===== src/rtl/morse_pkg.sv =====
// Shared constants and state encoding for the Morse character display controller.
package morse_pkg;

    localparam logic [7:0] BLANK_SEG  = 8'hff;
    localparam int         NUM_DIGITS = 32'sd4;

    typedef enum logic [0:0] {
        CLEAR = 1'b0,
        SCAN  = 1'b1
    } disp_state_e;

    // One-hot-low anode pattern for a digit index.
    function automatic logic [3:0] digit_en(input logic [1:0] idx);
        return ~(4'b0001 << idx);
    endfunction

endpackage


===== src/rtl/scan_tick_gen.sv =====
// Digit-scan divider: one-cycle tick every SCAN_DIV cycles while run is high.
module scan_tick_gen #(
    parameter int SCAN_DIV = 32'sd50000
) (
    input  logic clk,
    input  logic rst,
    input  logic run,
    output logic tick
);

    localparam int            CW   = (SCAN_DIV > 32'sd1) ? $clog2(SCAN_DIV) : 32'sd1;
    localparam logic [CW-1:0] LAST = CW'(SCAN_DIV - 32'sd1);

    logic [CW-1:0] div_cnt_r;
    logic          tick_s;

    // divider counter, parked at zero whenever scanning is not running
    always_ff @(posedge clk) begin
        if (!rst) begin
            div_cnt_r <= {CW{1'b0}};
        end else if (!run) begin
            div_cnt_r <= {CW{1'b0}};
        end else if (div_cnt_r == LAST) begin
            div_cnt_r <= {CW{1'b0}};
        end else begin
            div_cnt_r <= div_cnt_r + CW'(1'b1);
        end
    end

    // terminal-count decode
    always_comb begin
        tick_s = 1'b0;
        if (run && (div_cnt_r == LAST)) begin
            tick_s = 1'b1;
        end else begin
            tick_s = 1'b0;
        end
    end

    assign tick = tick_s;

endmodule


===== src/rtl/morse_disp_ctrl.sv =====
// Four-slot scrolling seven-segment display for decoded Morse characters,
// with a timed wipe phase and a sticky overflow dot on the leftmost digit.
module morse_disp_ctrl #(
    parameter int SCAN_DIV   = 32'sd50000,
    parameter int NUM_DIGITS = 32'sd4
) (
    input  logic       clk,
    input  logic       rst,
    input  logic       char_valid,
    input  logic [7:0] char_seg,
    input  logic       clr,
    output logic       char_ready,
    output logic [7:0] seg,
    output logic [3:0] en,
    output logic       dot,
    output logic [2:0] fill
);

    import morse_pkg::*;

    disp_state_e state_r;
    logic [1:0]  wipe_cnt_r;
    logic [7:0]  slot_r [NUM_DIGITS];
    logic [2:0]  fill_r;
    logic        ovf_r;
    logic [1:0]  idx_r;
    logic [7:0]  seg_r;
    logic [3:0]  en_r;
    logic        dot_r;

    logic        ready_s;
    logic        accept_s;
    logic        run_s;
    logic        tick_s;
    logic [7:0]  seg_nxt_s;
    logic [3:0]  en_nxt_s;
    logic        dot_nxt_s;

    scan_tick_gen #(
        .SCAN_DIV (SCAN_DIV)
    ) u_scan_tick_gen (
        .clk  (clk),
        .rst  (rst),
        .run  (run_s),
        .tick (tick_s)
    );

    // handshake decode and next-cycle display values; a pending clr blanks immediately
    always_comb begin
        ready_s   = 1'b0;
        accept_s  = 1'b0;
        run_s     = 1'b0;
        seg_nxt_s = BLANK_SEG;
        en_nxt_s  = 4'b1111;
        dot_nxt_s = 1'b1;
        if (rst && (state_r == SCAN) && !clr) begin
            ready_s = 1'b1;
        end else begin
            ready_s = 1'b0;
        end
        if (ready_s && char_valid && (char_seg != BLANK_SEG)) begin
            accept_s = 1'b1;
        end else begin
            accept_s = 1'b0;
        end
        if ((state_r == SCAN) && !clr) begin
            run_s    = 1'b1;
            en_nxt_s = digit_en(idx_r);
            if ({1'b0, idx_r} < fill_r) begin
                seg_nxt_s = slot_r[idx_r];
            end else begin
                seg_nxt_s = BLANK_SEG;
            end
            if ((idx_r == 2'd3) && ovf_r) begin
                dot_nxt_s = 1'b0;
            end else begin
                dot_nxt_s = 1'b1;
            end
        end else begin
            run_s     = 1'b0;
            seg_nxt_s = BLANK_SEG;
            en_nxt_s  = 4'b1111;
            dot_nxt_s = 1'b1;
        end
    end

    // wipe/scan sequencing, slot shift register and registered display drive
    always_ff @(posedge clk) begin
        if (!rst) begin
            state_r    <= CLEAR;
            wipe_cnt_r <= 2'd0;
            fill_r     <= 3'd0;
            ovf_r      <= 1'b0;
            idx_r      <= 2'd0;
            seg_r      <= BLANK_SEG;
            en_r       <= 4'b1111;
            dot_r      <= 1'b1;
        end else begin
            seg_r <= seg_nxt_s;
            en_r  <= en_nxt_s;
            dot_r <= dot_nxt_s;
            case (state_r)
                CLEAR: begin
                    slot_r[wipe_cnt_r] <= BLANK_SEG;
                    fill_r             <= 3'd0;
                    ovf_r              <= 1'b0;
                    idx_r              <= 2'd0;
                    if (clr) begin
                        wipe_cnt_r <= 2'd0;
                    end else if (wipe_cnt_r == 2'd3) begin
                        wipe_cnt_r <= 2'd0;
                        state_r    <= SCAN;
                    end else begin
                        wipe_cnt_r <= wipe_cnt_r + 2'd1;
                    end
                end
                SCAN: begin
                    if (clr) begin
                        state_r    <= CLEAR;
                        wipe_cnt_r <= 2'd0;
                        fill_r     <= 3'd0;
                        ovf_r      <= 1'b0;
                        idx_r      <= 2'd0;
                    end else begin
                        // newest character enters slot 0; slot 3 falls off when full
                        if (accept_s) begin
                            slot_r[3] <= slot_r[2];
                            slot_r[2] <= slot_r[1];
                            slot_r[1] <= slot_r[0];
                            slot_r[0] <= char_seg;
                            if (fill_r == 3'd4) begin
                                ovf_r <= 1'b1;
                            end else begin
                                fill_r <= fill_r + 3'd1;
                            end
                        end else begin
                            fill_r <= fill_r;
                        end
                        if (tick_s) begin
                            idx_r <= idx_r + 2'd1;
                        end else begin
                            idx_r <= idx_r;
                        end
                    end
                end
                default: begin
                    state_r    <= CLEAR;
                    wipe_cnt_r <= 2'd0;
                    fill_r     <= 3'd0;
                    ovf_r      <= 1'b0;
                    idx_r      <= 2'd0;
                end
            endcase
        end
    end

    assign char_ready = ready_s;
    assign seg        = seg_r;
    assign en         = en_r;
    assign dot        = dot_r;
    assign fill       = fill_r;

endmodule


===== config.mk =====
export PLATFORM = sky130hd
export DESIGN_NAME = morse_disp_ctrl
export DESIGN_NICKNAME = d
export VERILOG_FILES = /design/src/rtl/morse_pkg.sv /design/src/rtl/scan_tick_gen.sv /design/src/rtl/morse_disp_ctrl.sv
export SDC_FILE = /design/constraint.sdc
export NUM_CORES = 1
export LEC_CHECK = 0
export ABC_AREA = 1
export BUFFER_PORTS_ARGS = -buffer_cell sky130_fd_sc_hd__buf_2
export CELL_PAD_IN_SITES_DETAIL_PLACEMENT = 1
export CELL_PAD_IN_SITES_GLOBAL_PLACEMENT = 1
export CORE_ASPECT_RATIO = 1.75
export CORE_MARGIN = 3
export CORE_UTILIZATION = 28
export CTS_CLUSTER_DIAMETER = 150
export CTS_CLUSTER_SIZE = 30
export DETAILED_ROUTE_END_ITERATION = 10
export GPL_TIMING_DRIVEN = 0
export PLACE_DENSITY_LB_ADDON = 0.1
export SETUP_SLACK_MARGIN = 0.2
export SLEW_MARGIN = 10
export SYNTH_ARGS = -nofsm -noshare
export SYNTH_HDL_FRONTEND = slang
export SYNTH_SLANG_ARGS = --single-unit

===== constraint.sdc =====
create_clock -name clk -period 4.71 [get_ports clk]
set_input_delay 0.471 -clock clk [delete_from_list [all_inputs] [get_ports clk]]
set_output_delay 0.471 -clock clk [all_outputs]
set_load 0.01 [all_outputs]

# Word level (Yosys, flattened, before mapping)
# Memory sizes are Yosys's and may differ from the RTL's. A register that Yosys moved wholly into a read port is not among the register bits.
# Index checks and enable logic that the tools add are counted.
# op_classes
addsub	4
n_mul	0
n_div	0
magnitude_cmp	1
n_eq_ne	10
n_shift	1
muxes	35
bitwise	4
reduce_logical	15
# op_table
operator	count
2-to-1 mux 1 bit	20
adder 16 x 1 -> 16 bit (second input constant)	1
equality test 16 bit (second input constant)	1
2-to-1 mux 2 bit	6
2-to-1 mux 3 bit	3
inequality test 3 x 2 -> 1 bit (second input constant)	3
2-to-1 mux 8 bit	1
inequality test 8 bit (second input constant)	1
one-hot mux 2 bit (2 select lines)	2
OR reduction 8 bit	1
logical AND 1 bit	7
one-hot mux 3 bit (2 select lines)	1
AND reduction 2 bit	3
adder 2 x 1 -> 2 bit (second input constant)	2
equality test 2 bit (second input constant)	2
NOT 4 bit	1
one-hot mux 1 bit (2 select lines)	2
left shift 1 x 2 -> 4 bit (first input constant)	1
adder 3 x 1 -> 3 bit (second input constant)	1
equality test 3 bit (second input constant)	1
< comparator 2 x 3 -> 1 bit	1
inequality test 3 bit (second input constant)	1
NOT 1 bit	3
AND reduction 3 bit	1
3 further kinds	4
# word_totals
register_bits	30
latch_bits	0
ram_bits	32
rom_bits	0
inputBits	12
out_inout_bits	17
word_cells	79
memories	1
# memory_table
memory	depth	word_bits	rd	rd_ports_with_merged_regs	write_ports	line	text
slot_r	4	8	4	1	4	morse_disp_ctrl.sv:23	logic [7:0] slot_r [NUM_DIGITS];

# Logic depth before layout (Yosys ltp)
# logic_depth
word_depth	13
depth_mapped	8
mapped_depth_nobuf	8

# Modules after synthesis
# A second synthesis with hierarchy kept.
# unflattened
hier_cells	358
area_unflattened_um2	3235.6
# by_module_without_submodules
module	n_inst	cells_per_inst	area_per_inst_um2	seq_area_each_um2
morse_disp_ctrl	1	224	2324.7	1401.3
scan_tick_gen	1	134	910.9	320.3

# Worst setup path after synthesis
# Ideal clock, no wire load.
# synth_timing
path_type	input to register
from	input port clr
to	memory slot_r[0][0], enable pin
setup_time_ns	0.375
arrival_time_ns	1.487
required_time_ns	4.335
slack_ns	2.848
stages	7
n_path_buf	0
cell_sequence	inv_1 nand3_2 nor2_4 nand2_4 clkinv_1 nor2_1 a21oi_1
# synth_rtl
item	line	text
from (decl)	morse_disp_ctrl.sv:11	input logic clr,
to (decl)	morse_disp_ctrl.sv:23	

==> results.sh <==
export IMPL_status="complete, no violations"
export IMPL_synthSimpleGateAreaFrac_pct=27.0
export IMPL_clockPowerShare_pct=54.5
export IMPL_p_seq_share_pct=44.1
export IMPL_synthesis_area_um2=3220
export IMPL_worst_hold_path_type="in -> reg"
export IMPL_ys_warn_count=0
export IMPL_crit_arrival_ps=2200
export IMPL_path_clk_slew_ps=60
export IMPL_synthMuxAreaShare_pct=0
export IMPL_switching_share_pct=19.8
export IMPL_power_leakage_nw=1.38
export IMPL_ioPinCount=29
export IMPL_final_setup_viol_count=0
export IMPL_synth_top_family_by_area="simple AND/OR/NAND/NOR gates"
export IMPL_peakVddDrop_v=0.000249
export IMPL_grt_max_degree=14
export IMPL_postCtsHoldBufs=0
export IMPL_final_nets=410
export IMPL_postSynthAreaPerCell_um2=9.23
export IMPL_synth_compound_area_share_pct=8.70
export IMPL_path_class="reg -> reg"
export IMPL_finClkSkew_ps=7.55
export IMPL_grt_remaining_overflow=0
export IMPL_vias=2419
export IMPL_synth_nets=370
export IMPL_cts_tree="yes"
export IMPL_p_switching_mw=0.287
export IMPL_drc=0
export IMPL_portBuffers=28
export IMPL_fill_cells=1301
export IMPL_area_growth_pct=20.7
export IMPL_maxCapViolations=0
export IMPL_stdcell_count=526
export IMPL_initialDrtViolationCount=89
export IMPL_dp_slack_ps=2150
export IMPL_cts_sinks=70
export IMPL_synthCells=349
export IMPL_antennaDiodeCount=0
export IMPL_cts_buffers=9
export IMPL_dpl_cell_count=510
export IMPL_seqCellArea_um2=1720
export IMPL_synth_xor_area_share_pct=0.544
export IMPL_worstPathMaxFanout=9
export IMPL_fin_tns_setup_ps=0
export IMPL_final_max_slew_violation_count=0
export IMPL_antenna_left=0
export IMPL_fp_dieW_um=87.1
export IMPL_antenna_found_initial=0
export IMPL_timing_hold_violations_final=0
export IMPL_drive_gt1_share_pct=20.8
export IMPL_grt_pass1_wl_um=12800
export IMPL_end_kind="flip-flop"
export IMPL_final_common_cell="nand2_1"
export IMPL_yosysSeqAreaShare_pct=53.4
export IMPL_period_share_pct=47.5
export IMPL_ctsLongestPathBuffers=2
export IMPL_layout_setup_ws_ps=2470
export IMPL_fmax_mhz=447
export IMPL_cts_setup_buffers=0
export IMPL_clockRootBuffer="clkbuf_16"
export IMPL_via_per_inst=4.60
export IMPL_wl_per_cell_um=15.3
export IMPL_routed_wl_um=8030
export IMPL_synth_cell_type_count=34
export IMPL_power_density_nw_per_um2=373
export IMPL_yosys_register_bits=70
export IMPL_dp_hpwl_um=6290
export IMPL_die_y_um=148
export IMPL_final_cell_mix="63 x nand2_1, 38 x dfxtp_1, 35 x inv_1, 35 x nor2_1"
export IMPL_clk_latency_ps=330
export IMPL_post_cts_resized=0
export IMPL_tightest_slew_ps=943
export IMPL_dr_pass1_iters=4
export IMPL_synth_fa_ha_area_share_pct=3.50
export IMPL_rsz0062_at_grt="false"
export IMPL_dieArea_um2=12900
export IMPL_combinationalPowerShare_pct=1.5
export IMPL_grt_pass1_vias=2602
export IMPL_grt_use_total_pct=13.3
export IMPL_crit_required_ps=4670
export IMPL_start_util_pct=28.9
export IMPL_start_kind="flip-flop"
export IMPL_row_count=51
export IMPL_coreArea_um2=11200
export IMPL_routabilityCongestion=0.762
export IMPL_multi_input_area_um2=1290
export IMPL_htree_levels=3
export IMPL_p_int_mw=1.16
export IMPL_slew_headroom_pct=37.2
export IMPL_period_needed_ps=2240
-- per-stage QoR --
stage | cell area [um2] | utilization (%) | power [mW] | hold WS, ps
after floorplan | 3220 | - | 0.662 | 381
after global placement | 3530 | 31.6 | 0.673 | 432
after detailed placement | 3540 | 31.7 | 0.675 | 437
after CTS | 3890 | 34.8 | 1.47 | 314
after global routing | 3890 | 34.8 | 1.50 | 324
final | 3890 | 34.8 | 1.45 | 327
-- routing by layer --
metal / vias to the layer above / global-route usage (%) / part of all wire (%)
li1: 1226 / - / -
met1: 1156 / 12.4 / 36
met2: 25 / 26.4 / 59
met3: 12 / 2.01 / 2.7
met4: 0 / 6.86 / 2.3
met5: - / 0 / 0
-- cells by family after synthesis --
logic type / count (synthesis)
AOI/OAI and AO/OA: 51
adders and majority gates: 9
buffers and inverters: 48
xor gates and xnor gates: 2
DFF: 70
and+or+nand+nor: 169
-- power by group through the flow --
stage	Clock, mW	Combinational, mW	Sequential (mW)
final	0.790	0.0211	0.640
after CTS	0.812	0.0219	0.639
after floorplan	0	0.0104	0.652
after global placement	0	0.0207	0.653
after detailed placement	0	0.0218	0.653
after global routing	0.833	0.0235	0.639
-- registers in the layout, indices dropped and copies added (netlist names) --
| name | flops |
|---|---|
| seg | 8 |
| ovf_r | 1 |
| wipe_cnt_r | 2 |
| slot_r | 32 |
| u_scan_tick_gen.div_cnt_r | 16 |
| dot | 1 |
| en | 4 |
| idx_r | 2 |
| state_r | 1 |
| fill | 3 |
-- path summary, 6_finish.rpt --
check                                     startpoint                                 endpoint  slack [ps]  cells past startpoint
max                               state_r$_SDFF_PN0_                   slot_r[2][0]$_DFFE_PP_        2470                      6
min                                              clr                       state_r$_SDFF_PN0_         330                      2
max reg2reg                       state_r$_SDFF_PN0_                   slot_r[2][0]$_DFFE_PP_        2470                      6
min reg2reg  u_scan_tick_gen.div_cnt_r[0]$_SDFF_PP0_  u_scan_tick_gen.div_cnt_r[0]$_SDFF_PP0_         450                      1
-- synthesized netlist by cell type --
| cell | instances | area share (%) |
|---|---|---|
| a21oi_1 | 25 | 3.9 |
| a21oi_2 | 1 | 0.27 |
| buf_2 | 4 | 0.62 |
| buf_4 | 1 | 0.23 |
| buf_6 | 4 | 1.4 |
| clkbuf_1 | 2 | 0.23 |
| clkinv_1 | 1 | 0.12 |
| dfxtp_1 | 38 | 24 |
| edfxtp_1 | 32 | 30 |
| ha_1 | 9 | 3.5 |
| inv_1 | 35 | 4.1 |
| inv_2 | 1 | 0.12 |
| nand2_1 | 63 | 7.3 |
| nand2_2 | 4 | 0.78 |
| nand2_4 | 2 | 0.70 |
| nand3_1 | 12 | 1.9 |
| nand3_2 | 4 | 1.2 |
| nand3_4 | 1 | 0.54 |
| nand3b_1 | 1 | 0.23 |
| nand4_1 | 6 | 1.2 |
| nor2_1 | 35 | 4.1 |
| nor2_2 | 2 | 0.39 |
| nor2_4 | 3 | 1.0 |
| nor3_1 | 5 | 0.78 |
| nor3_2 | 2 | 0.62 |
| nor3_4 | 2 | 1.0 |
| o211ai_1 | 4 | 0.93 |
| o21ai_0 | 18 | 2.8 |
| o21bai_2 | 1 | 0.35 |
| o31ai_1 | 2 | 0.47 |
| or2_1 | 24 | 4.7 |
| or2_2 | 3 | 0.58 |
| xnor2_1 | 1 | 0.27 |
| xor2_1 | 1 | 0.27 |
-- critical path: stages (launching register included) --
cell and delay [ps]:
dfxtp_1 430, nand3_2 160, nor2_4 140, nand2_4 80, clkinv_1 220, nor2_1 100
a21oi_1 740
-- layout make-up --
type                       count  area share [%]
sequential                    70            44.3
multi-input combinational    231            33.2
clock buffer                   9            5.79
tap                          132            4.25
timing repair buffer          29            3.80
inverter                      37            3.57
clock inverter                 7            3.09
buffer                        11            2.06
No activity file was read; power rests on OpenSTA's default activity.
